[config.mk]
export PLATFORM = sky130hd
export DESIGN_NAME = fetch_stage_flat
export DESIGN_NICKNAME = d
export VERILOG_FILES = /design/src/rtl/pipe_pkg.sv /design/src/rtl/fetch_stage_if.sv /design/src/rtl/fetch_skid_buf.sv /design/src/rtl/fetch_stage.sv /design/src/flat_wrapper.sv
export SDC_FILE = /design/constraint.sdc
export NUM_CORES = 1
export LEC_CHECK = 0
export CELL_PAD_IN_SITES_DETAIL_PLACEMENT = 1
export CELL_PAD_IN_SITES_GLOBAL_PLACEMENT = 1
export CORE_UTILIZATION = 39
export CTS_CLUSTER_DIAMETER = 60
export DETAILED_ROUTE_END_ITERATION = 8
export PLACE_DENSITY = 0.91
export SYNTH_ARGS = -nofsm -noshare
export SYNTH_HDL_FRONTEND = slang
export SYNTH_SLANG_ARGS = --single-unit
[constraint.sdc]
create_clock -name clock -period 1.77 [get_ports clock]
set_input_delay 0.4425 -clock clock [delete_from_list [all_inputs] [get_ports clock]]
set_output_delay 0.4425 -clock clock [all_outputs]
set_load 0.02 [all_outputs]
[src/rtl/pipe_pkg.sv]
// pipe_pkg: definitions shared by the 16-bit pipeline stages.
//   - Opcode field values (instruction bits [15:12]) used by decode.
//   - NOP_INSTR: the all-zero word the fetch stage inserts as a bubble.
//   - fetch_state_t: fetch-side memory handshake state.
package pipe_pkg;

  localparam logic [3:0] OP_NOP  = 4'h0;
  localparam logic [3:0] OP_ADDI = 4'hA;
  localparam logic [3:0] OP_LD   = 4'hB;
  localparam logic [3:0] OP_ST   = 4'hC;
  localparam logic [3:0] OP_BZ   = 4'hD;
  localparam logic [3:0] OP_JMP  = 4'hE;

  localparam logic [15:0] NOP_INSTR = 16'h0000;

  // IDLE: nothing outstanding; WAIT: one fetch outstanding;
  // DROP: one fetch outstanding whose response is discarded.
  typedef enum logic [1:0] {
    IDLE = 2'd0,
    WAIT = 2'd1,
    DROP = 2'd2
  } fetch_state_t;

endpackage

[src/rtl/fetch_stage_if.sv]
// fetch_stage_if: instruction-memory request/grant/response bus.
//   imem_req    : fetch request valid            (master -> slave)
//   imem_addr   : word address of the fetch      (master -> slave)
//   imem_gnt    : request accepted this cycle    (slave -> master)
//   imem_rvalid : response data valid            (slave -> master)
//   imem_rdata  : fetched instruction word       (slave -> master)
interface fetch_stage_if #(
  parameter int unsigned PC_W    = 16,
  parameter int unsigned INSTR_W = 16
) ();

  logic               imem_req;
  logic [PC_W-1:0]    imem_addr;
  logic               imem_gnt;
  logic               imem_rvalid;
  logic [INSTR_W-1:0] imem_rdata;

  modport master (
    output imem_req,
    output imem_addr,
    input  imem_gnt,
    input  imem_rvalid,
    input  imem_rdata
  );

  modport slave (
    input  imem_req,
    input  imem_addr,
    output imem_gnt,
    output imem_rvalid,
    output imem_rdata
  );

endinterface

[src/rtl/fetch_skid_buf.sv]
// fetch_skid_buf: one-entry holding buffer for a fetch response that
// arrives while the IF/ID register is stalled.
//   clock, rst_n      : clock, asynchronous active-low reset
//   load_i            : capture {instr_i, pc1_i}, buffer becomes full
//   unload_i          : buffer contents consumed, buffer becomes empty
//   clear_i           : discard contents (highest priority)
//   instr_i, pc1_i    : payload to capture
//   full_o            : buffer holds a payload
//   instr_o, pc1_o    : buffered payload
module fetch_skid_buf #(
  parameter int unsigned PC_W    = 16,
  parameter int unsigned INSTR_W = 16
) (
  input  logic               clock,
  input  logic               rst_n,
  input  logic               load_i,
  input  logic               unload_i,
  input  logic               clear_i,
  input  logic [INSTR_W-1:0] instr_i,
  input  logic [PC_W-1:0]    pc1_i,
  output logic               full_o,
  output logic [INSTR_W-1:0] instr_o,
  output logic [PC_W-1:0]    pc1_o
);

  logic               full_q, full_d;
  logic [INSTR_W-1:0] instr_q, instr_d;
  logic [PC_W-1:0]    pc1_q, pc1_d;

  always_comb begin
    full_d  = full_q;
    instr_d = instr_q;
    pc1_d   = pc1_q;
    if (clear_i) begin
      full_d = 1'b0;
    end else if (load_i) begin
      full_d  = 1'b1;
      instr_d = instr_i;
      pc1_d   = pc1_i;
    end else if (unload_i) begin
      full_d = 1'b0;
    end
  end

  always_ff @(posedge clock or negedge rst_n) begin
    if (!rst_n) begin
      full_q  <= 1'b0;
      instr_q <= '0;
      pc1_q   <= '0;
    end else begin
      full_q  <= full_d;
      instr_q <= instr_d;
      pc1_q   <= pc1_d;
    end
  end

  assign full_o  = full_q;
  assign instr_o = instr_q;
  assign pc1_o   = pc1_q;

endmodule

[src/rtl/fetch_stage.sv]
// fetch_stage: instruction fetch plus IF/ID pipeline register.
//   clock, rst_n   : clock, asynchronous active-low reset
//   imem           : instruction-memory bus (master side), at most one
//                    fetch outstanding; imem_addr always equals the PC
//   stall          : hold IF/ID and PC (requests continue until skid full)
//   branch_en/jump : redirect PC to target; squashes any in-flight fetch
//   target         : redirect address
//   if_id_instr    : instruction to decode (0x0000 when bubble)
//   if_id_pc1      : address of if_id_instr plus one
//   if_id_valid    : if_id_instr is a real fetched instruction
module fetch_stage
  import pipe_pkg::*;
#(
  parameter int unsigned     PC_W     = 16,
  parameter int unsigned     INSTR_W  = 16,
  parameter logic [PC_W-1:0] RESET_PC = '0
) (
  input  logic               clock,
  input  logic               rst_n,
  fetch_stage_if.master      imem,
  input  logic               stall,
  input  logic               branch_en,
  input  logic               jump,
  input  logic [PC_W-1:0]    target,
  output logic [INSTR_W-1:0] if_id_instr,
  output logic [PC_W-1:0]    if_id_pc1,
  output logic               if_id_valid
);

  fetch_state_t       state_q, state_d;
  logic [PC_W-1:0]    pc_q, pc_d;
  logic [PC_W-1:0]    fetch_pc_q, fetch_pc_d;
  logic [INSTR_W-1:0] instr_q, instr_d;
  logic [PC_W-1:0]    pc1_q, pc1_d;
  logic               valid_q, valid_d;

  logic               redirect;
  logic               req;
  logic               accept;
  logic               resp_ok;
  logic               skid_full;
  logic               skid_load;
  logic               skid_unload;
  logic [INSTR_W-1:0] skid_instr;
  logic [PC_W-1:0]    skid_pc1;

  assign redirect = branch_en | jump;

  // Redirect gates the request combinationally so no accept can race a
  // PC reload. Reset also gates it so req reads low while rst_n is low.
  assign req     = rst_n & (state_q == IDLE) & ~skid_full & ~redirect;
  assign accept  = req & imem.imem_gnt;
  assign resp_ok = (state_q == WAIT) & imem.imem_rvalid;

  assign imem.imem_req  = req;
  assign imem.imem_addr = pc_q;

  always_comb begin
    state_d = state_q;
    unique case (state_q)
      IDLE: if (accept) state_d = WAIT;
      WAIT: begin
        if (imem.imem_rvalid) state_d = IDLE;
        else if (redirect)    state_d = DROP;
      end
      DROP: if (imem.imem_rvalid) state_d = IDLE;
      default: state_d = IDLE;
    endcase
  end

  always_comb begin
    pc_d       = pc_q;
    fetch_pc_d = fetch_pc_q;
    if (redirect) begin
      pc_d = target;
    end else if (accept) begin
      pc_d       = pc_q + 1'b1;
      fetch_pc_d = pc_q;
    end
  end

  // Skid captures a good response only when stalled and not redirected;
  // it drains into IF/ID as soon as the stall drops.
  assign skid_load   = ~redirect & stall & resp_ok;
  assign skid_unload = ~redirect & ~stall & skid_full;

  always_comb begin
    instr_d = instr_q;
    pc1_d   = pc1_q;
    valid_d = valid_q;
    if (redirect) begin
      instr_d = INSTR_W'(NOP_INSTR);
      pc1_d   = '0;
      valid_d = 1'b0;
    end else if (!stall) begin
      if (skid_full) begin
        instr_d = skid_instr;
        pc1_d   = skid_pc1;
        valid_d = 1'b1;
      end else if (resp_ok) begin
        instr_d = imem.imem_rdata;
        pc1_d   = fetch_pc_q + 1'b1;
        valid_d = 1'b1;
      end else begin
        instr_d = INSTR_W'(NOP_INSTR);
        pc1_d   = '0;
        valid_d = 1'b0;
      end
    end
  end

  always_ff @(posedge clock or negedge rst_n) begin
    if (!rst_n) begin
      state_q    <= IDLE;
      pc_q       <= RESET_PC;
      fetch_pc_q <= '0;
      instr_q    <= '0;
      pc1_q      <= '0;
      valid_q    <= 1'b0;
    end else begin
      state_q    <= state_d;
      pc_q       <= pc_d;
      fetch_pc_q <= fetch_pc_d;
      instr_q    <= instr_d;
      pc1_q      <= pc1_d;
      valid_q    <= valid_d;
    end
  end

  fetch_skid_buf #(
    .PC_W    (PC_W),
    .INSTR_W (INSTR_W)
  ) u_skid (
    .clock    (clock),
    .rst_n    (rst_n),
    .load_i   (skid_load),
    .unload_i (skid_unload),
    .clear_i  (redirect),
    .instr_i  (imem.imem_rdata),
    .pc1_i    (fetch_pc_q + 1'b1),
    .full_o   (skid_full),
    .instr_o  (skid_instr),
    .pc1_o    (skid_pc1)
  );

  assign if_id_instr = instr_q;
  assign if_id_pc1   = pc1_q;
  assign if_id_valid = valid_q;

endmodule

[src/flat_wrapper.sv]
// flat-port wrapper written by rule: the top's interface ports become plain ports
module fetch_stage_flat import pipe_pkg::*;
#(
  parameter int unsigned     PC_W     = 16,
  parameter int unsigned     INSTR_W  = 16,
  parameter logic [PC_W-1:0] RESET_PC = '0
)
  (clock, rst_n, stall, branch_en, jump, target, if_id_instr, if_id_pc1, if_id_valid, imem_imem_req, imem_imem_addr, imem_imem_gnt, imem_imem_rvalid, imem_imem_rdata);
  fetch_stage_if #(.PC_W(PC_W), .INSTR_W(INSTR_W)) imem_i ();
  input  logic clock;
  input  logic rst_n;
  input  logic stall;
  input  logic branch_en;
  input  logic jump;
  input  logic [PC_W-1:0] target;
  output logic [INSTR_W-1:0] if_id_instr;
  output logic [PC_W-1:0] if_id_pc1;
  output logic if_id_valid;
  output wire logic [$bits(imem_i.imem_req)-1:0] imem_imem_req;
  output wire logic [$bits(imem_i.imem_addr)-1:0] imem_imem_addr;
  input wire logic [$bits(imem_i.imem_gnt)-1:0] imem_imem_gnt;
  input wire logic [$bits(imem_i.imem_rvalid)-1:0] imem_imem_rvalid;
  input wire logic [$bits(imem_i.imem_rdata)-1:0] imem_imem_rdata;
  assign imem_imem_req = imem_i.imem_req;
  assign imem_imem_addr = imem_i.imem_addr;
  assign imem_i.imem_gnt = imem_imem_gnt;
  assign imem_i.imem_rvalid = imem_imem_rvalid;
  assign imem_i.imem_rdata = imem_imem_rdata;
  fetch_stage #(.PC_W(PC_W), .INSTR_W(INSTR_W), .RESET_PC(RESET_PC)) u_core (.clock(clock), .rst_n(rst_n), .imem(imem_i), .stall(stall), .branch_en(branch_en), .jump(jump), .target(target), .if_id_instr(if_id_instr), .if_id_pc1(if_id_pc1), .if_id_valid(if_id_valid));
endmodule
==> results of run 1 <==
registers in the layout, indices dropped and copies added, names as in the netlist:
name                   cells
u_core.state_q             2
u_core.if_id_instr        16
u_core.if_id_pc1          16
u_core.imem.imem_addr     16
u_core.u_skid.full_o       1
u_core.u_skid.instr_o     16
u_core.if_id_valid         1
u_core.fetch_pc_q         16
u_core.u_skid.pc1_o       16
worst min path at each step:
stage / startpoint / end / slack (ns) / cells after the start
after floorplan: rst_n / u_core.fetch_pc_q[0]$_DFFE_PN0P_ / 0.15 / 0
after global placement: u_core.u_skid.pc1_o[8]$_DFFE_PN0P_ / u_core.u_skid.pc1_o[8]$_DFFE_PN0P_ / 0.45 / 2
after detailed placement: u_core.u_skid.instr_o[6]$_DFFE_PN0P_ / u_core.u_skid.instr_o[6]$_DFFE_PN0P_ / 0.47 / 2
after CTS: rst_n / u_core.imem.imem_addr[10]$_DFFE_PN0P_ / 0.25 / 3
after global routing: rst_n / u_core.imem.imem_addr[8]$_DFFE_PN0P_ / 0.28 / 3
final: rst_n / u_core.imem.imem_addr[8]$_DFFE_PN0P_ / 0.25 / 3
critical path: cells and delay by family, from the launching register on:
kind / cells / cell delay, ns
and+or+nand+nor: 3 / 0.94
DFF: 1 / 0.45
buffers and inverters: 2 / 0.31
AOI/OAI and AO/OA: 1 / 0.22
metal layers:
metal	GRT usage, %	vias up
li1	-	2130
met1	35.34	2552
met4	13.78	0
met3	4.860	91
met2	51.22	322
met5	0	-
cell usage in the layout (no fill, tap or decap), drive strengths merged, types with 4 or more instances in the layout:
cell	n
nand2	141
a31oi	7
xor2	6
dlymetal6s2s	19
clkdlybuf4s50	43
or4	5
nor2	31
o211ai	8
nand3	16
a21oi	17
o21ai	36
and4	5
xnor2	4
buf	61
and3	9
dfrtp	100
nand4	10
dlygate4sd2	24
o311ai	9
clkbuf	14
a221oi	17
or3	8
o22ai	4
nor3	26
cells by family (layout without fill, tap and decap cells):
| logic type | after synthesis | in the layout | synth area share, % |
|---|---|---|---|
| fa+ha+maj | 3 | 3 | 0.7891 |
| simple gates | 263 | 263 | 26.22 |
| xor+xnor | 10 | 10 | 1.841 |
| compound gates | 110 | 110 | 15.23 |
| mux | 1 | 1 | 0.2104 |
| flops | 100 | 100 | 52.60 |
| buf+inv | 37 | 169 | 3.104 |
through the flow:
step	total power, mW	std cells	hold slack [ns]
floorplan	3.142	524	0.1469
detailed placement	3.688	769	0.4655
CTS	5.528	792	0.2506
global route	5.883	799	0.2792
global placement	3.603	769	0.4541
finish	5.687	799	0.2521
power groups by stage:
stage	Sequential, mW	Clock (mW)	Combinational (mW)
CTS	2.71	1.84	0.979
global route	2.77	1.96	1.15
floorplan	2.74	0	0.399
finish	2.75	1.85	1.09
detailed placement	2.74	0	0.947
global placement	2.71	0	0.890
timing repair:
action                                  in CTS  in global routing
endpoints found under the setup margin      73                109
endpoints found under the hold margin        0                  0
pin swaps                                    7                 19
hold buffers                                 0                  0
resized for setup                           56                 72
setup buffers                                5                  8
gates cloned                                 2                  0
final cells by class:
class                           instances  area [µm²]  share of cell area [%]
Sequential cell                       100        2507                   36.94
Clock inverter                          4       25.02                  0.3687
Multi-Input combinational cell        387        2302                   33.92
Timing Repair Buffer                  150        1516                   22.34
Clock buffer                           12       246.5                   3.631
Inverter                                3       11.26                  0.1659
Tap cell                              143       178.9                   2.636
==> metrics.csv, run 1 <==
metric;value;unit
final_area;6788;µm²
gp_congestion;0.9079;
critical_path_class;flop to flop;
power.share.clock;32.6;%
syn_area_per_cell;9.078;µm²
initial_core_util;40.79;%
tightest_slew;0.7351;ns
p_comb_share;19.1;%
crit_start;u_core.u_skid.full_o$_DFFE_PN0P_;
wl_met2;9.796;mm
switchingPower;1.768;mW
drive_gt1_share;18.90;%
wl_per_cell;24.52;µm
power.density;837.8;nW/µm²
cts_buffers;9;
min_period;1.999;ns
grt_start_max_net_pins;57;
yosysMostFrequentCell;nand2_1;
ys_seq_area_share;52.60;%
cp-end-kind;flop;
synth_area;4757;µm²
holdCritPathClass;input pin to asynchronous set/reset pin;
clk_latency;0.35;ns
drc_errors;0;
cp_data_required_time;2.03;ns
synth_cell_types;49;
peakVddDrop;0.4659;mV
routed_via_density;6.377;
floorplan.die.height;112.4;µm
synth_fp_nets;566;
crit_chain;buf_4 > buf_12 > nor3_4 > nand4_1 > or3_4 > a31oi_4;
p_leak;3.331;nW
wl;19.59;mm
antenna_found_initial;0;
ys_seq_elements;100;
r2r_cells;6;
p_int;3.919;mW
place_ws;-0.4962;ns
syn-instance-count;524;
netlist_top_cells_area;dfrtp_1, nand2_1, o21ai_0;
path_max_fanout;20;
yosys-top-cells-count;nand2_1, dfrtp_1, o21ai_0;
port_buffers;88;
cts-root-buf;clkbuf_16;
fmaxAchievable;0.5003;GHz
tritoncts;done;
antenna_left;0;
num-fill-cells;1291;
drt_iter0_drc;475;
first_global_vias;5194;
grt_pass1_wl;28.48;mm
pin_count;89;
rrSetupSlack;-0.23;ns
num_vias;5095;
grt.total_usage;29.29;%
placed_area;6088;µm²
synth_top_area_share;52.60;%
synth-main-ff-cell;dfrtp_1;
wl_met1;7.418;mm
final_util;58.20;%
switching_share;31.09;%
timing.critical_path.to;u_core.imem.imem_addr[15]$_DFFE_PN0P_;
netlist.top_cell.by_area;dfrtp_1;
syn2layout_area_growth;42.69;%
maxSlewHeadroom;51.00;%
synthArstFlopShare;100.0;%
dpl.hpwl;10.81;mm
fin_nets;693;
overflow;0;
yosysWarnings;0;
violations;negative setup slack;
core_area;11660;µm²
min_period_over_period;112.9;%
slew_violations;0;
dr.pass1.iters;5;
layout_setup_ws;-0.2288;ns
critPathSlowestCell;or3_4;
r2r_end;u_core.imem.imem_addr[15]$_DFFE_PN0P_;
r2r-start;u_core.u_skid.full_o$_DFFE_PN0P_;
hold_viol;0;
status;complete, but fails checks;
antennaDiodeCount;0;
dr.max_layer_used;met4;
cts_sinks;100;
start_kind;flop;
wl_met3;1.371;mm
h-tree-depth;3;
cpPeakStageDelay;0.46;ns
fp.dieW;112.4;µm
synth_edf_count;0;
grt_setup_unrepaired;true;
fin_skew;0.009086;ns
dieArea;12640;µm²
worstPathArrival;2.26;ns
clk_pin_slew_worst_paths;0.07;ns
rows;39;
cts_buffer_depth;2;
setup_tns;-2.456;ns
setup_violations;36;
pwr-share-seq;48.4;%
cap_violations;0;
Power figures use the tool's default switching activity.
==> run 2: changes to the inputs <==
Settings changed: MAX_ROUTING_LAYER set to met4.
==> run 2 against run 1 <==
- the run still ends with negative setup slack left
- clock skew up 0.0021 ns
- setup slack better by 0.075 ns
- die area unchanged
- via count down 3.1%
- count of clock-buffer cells in the layout up 1
- register-to-register slack better by 0.18 ns
- first-iteration DRC count down 9.9%
- hold slack better by 0.073 ns
- final area down 2.9%
- critical path depth down 2
- combinational power down 7%
- core utilization down 1.7 points
- critical endpoint is now imem_imem_req
==> metrics.csv, run 2 (same netlist as run 1, synthesis figures left out) <==
metric;value;unit;change
status;complete, but fails checks;;
violations;negative setup slack;;
antenna_found_initial;0;;unchanged
placed_area;6088;µm²;unchanged
hold_buffers;0;;unchanged
wl;18.76;mm;-4.3%
drc_errors;0;;unchanged
min_period;1.924;ns;-0.07461 ns
gp_congestion;0.9377;;+3.3%
slew_violations;0;;unchanged
fmaxAchievable;0.5197;GHz;+3.9%
power;5.735;mW;+0.84%
clk_latency;0.35;ns;about the same
tritoncts;done;;
syn2layout_area_growth;38.48;%;
final_util;56.49;%;-1.7 points
grt_pass1_wl;28.91;mm;+1.5%
initial_core_util;40.79;%;unchanged
layout_setup_ws;-0.1542;ns;+0.07461 ns
num_vias;4937;;-3.1%
grt_setup_unrepaired;true;;
fp.dieW;112.4;µm;unchanged
most-common-layout-cells;nand2_1, dfrtp_1, buf_4;;
peakVddDrop;0.4617;mV;-0.91%
routed_via_density;6.218;;-2.5%
setup_tns;-0.4484;ns;+2.008 ns
drt_iter0_drc;428;;-9.9%
overflow;0;;unchanged
maxSlewHeadroom;50.68;%;-0.32 points
cp-end-kind;output pin;;
min_period_over_period;108.7;%;-4.2 points
antenna_left;0;;unchanged
dpl.hpwl;11.13;mm;+2.9%
cpPeakStageDelay;0.41;ns;-0.05 ns
layout_commonest_cell;nand2_1;;
cp_data_required_time;1.33;ns;-0.70 ns
grt.total_usage;30.71;%;+1.4 points
floorplan.die.height;112.4;µm;unchanged
cts_sinks;100;;unchanged
cap_violations;0;;unchanged
power.density;870.6;nW/µm²;+3.9%
grt_start_max_net_pins;58;;+1.8%
path_max_fanout;2;;-90%
crit_chain;nor4b_2 > buf_4 > and2_4 > buf_6;;
core_area;11660;µm²;unchanged
regArea;2510;µm²;+0.10%
critPathSlowestCell;dfrtp_1;;
first_global_vias;5316;;+2.3%
pin_count;89;;unchanged
stdcell_count;794;;-0.63%
critical_path_class;flop to output pin;;
multi_input_area;2150;µm²;-6.6%
num-fill-cells;1305;;+1.1%
holdCritPathClass;input pin to asynchronous set/reset pin;;
h-tree-depth;3;;unchanged
fin_skew;0.01115;ns;+0.002069 ns
fin_nets;689;;-0.58%
hold_viol;0;;unchanged
drive_gt1_share;14.90;%;-4.0 points
dr.pass1.iters;5;;unchanged
dieArea;12640;µm²;unchanged
cts_buffer_depth;2;;unchanged
p_leak;3.247;nW;-2.5%
start_kind;flop;;
final_area;6588;µm²;-2.9%
antennaDiodeCount;0;;unchanged
wl_per_cell;23.62;µm;-3.7%
cts-root-buf;clkbuf_16;;
dp.cells;769;;unchanged
rows;39;;unchanged
cts_buffers;9;;unchanged
tightest_slew;0.7398;ns;+0.004765 ns
port_buffers;88;;unchanged
setup_violations;10;;-72%
worstPathArrival;1.48;ns;-0.78 ns
clk_pin_slew_worst_paths;0.07;ns;about the same
[run 2: changes by cell type in the layout (fill, tap and decap cells not counted), sizes merged, moves of 2 or more]
cell / before / now
buf: 61 / 58
clkdlybuf4s50: 43 / 41
clkinvlp: 2 / 0
dlygate4sd2: 24 / 28
dlymetal6s2s: 19 / 17
[run 2: worst paths after layout]
kind / start / to / slack (ns) / cells past startpoint
max: u_core.state_q[0]$_DFFE_PN0P_ / imem_imem_req / -0.15 / 4
min: rst_n / u_core.imem.imem_addr[8]$_DFFE_PN0P_ / 0.32 / 3
max reg2reg: u_core.state_q[1]$_DFFE_PN0P_ / u_core.u_skid.pc1_o[6]$_DFFE_PN0P_ / -0.05 / 7
min reg2reg: u_core.u_skid.pc1_o[4]$_DFFE_PN0P_ / u_core.u_skid.pc1_o[4]$_DFFE_PN0P_ / 0.48 / 2
max in group asynchronous: rst_n / u_core.fetch_pc_q[1]$_DFFE_PN0P_ / 0.84 / 3
min in group clock: u_core.u_skid.pc1_o[4]$_DFFE_PN0P_ / u_core.u_skid.pc1_o[4]$_DFFE_PN0P_ / 0.48 / 2
[run 2: cell type report]
cell class / instances / area share (%)
Clock inverter: 2 / 0.5318
Multi-Input combinational cell: 387 / 32.63
Tap cell: 143 / 2.716
Sequential cell: 100 / 38.10
Timing Repair Buffer: 146 / 22.05
Clock buffer: 13 / 3.799
Inverter: 3 / 0.1709
[run 2: critical path: cells and delay by family (launching register included)]
kind / cells / cell delay (ns)
buffers and inverters: 2 / 0.28
flip-flops: 1 / 0.41
AND/OR/NAND/NOR: 2 / 0.44
[run 2: report_power, final]
part           internal [mW]  total (mW)  switching, mW
logic                  0.420        1.01          0.590
registers               2.49        2.74          0.253
clock network           1.13        1.99          0.859
total                   4.03        5.73           1.70
[run 2: what timing repair did]
item	4_1_cts	5_1_grt
gates cloned	2	1
setup buffers	2	5
pin swaps	7	6
resized for setup	48	33
setup endpoints to repair	77	67
[run 2: per-stage QoR]
step	setup slack, ns	hold slack [ns]
floorplan	0.05735	0.1469
global placement	-0.4082	0.4542
detailed placement	-0.4929	0.4700
CTS	-0.1071	0.3369
global route	-0.2010	0.3695
finish	-0.1542	0.3249
[run 2: per-layer routing]
layer / GRT usage (%) / routed length, µm
met5: - / 0
met4: 14.22 / 722
met3: 5.238 / 994
met2: 51.43 / 9525
met1: 36.23 / 7514
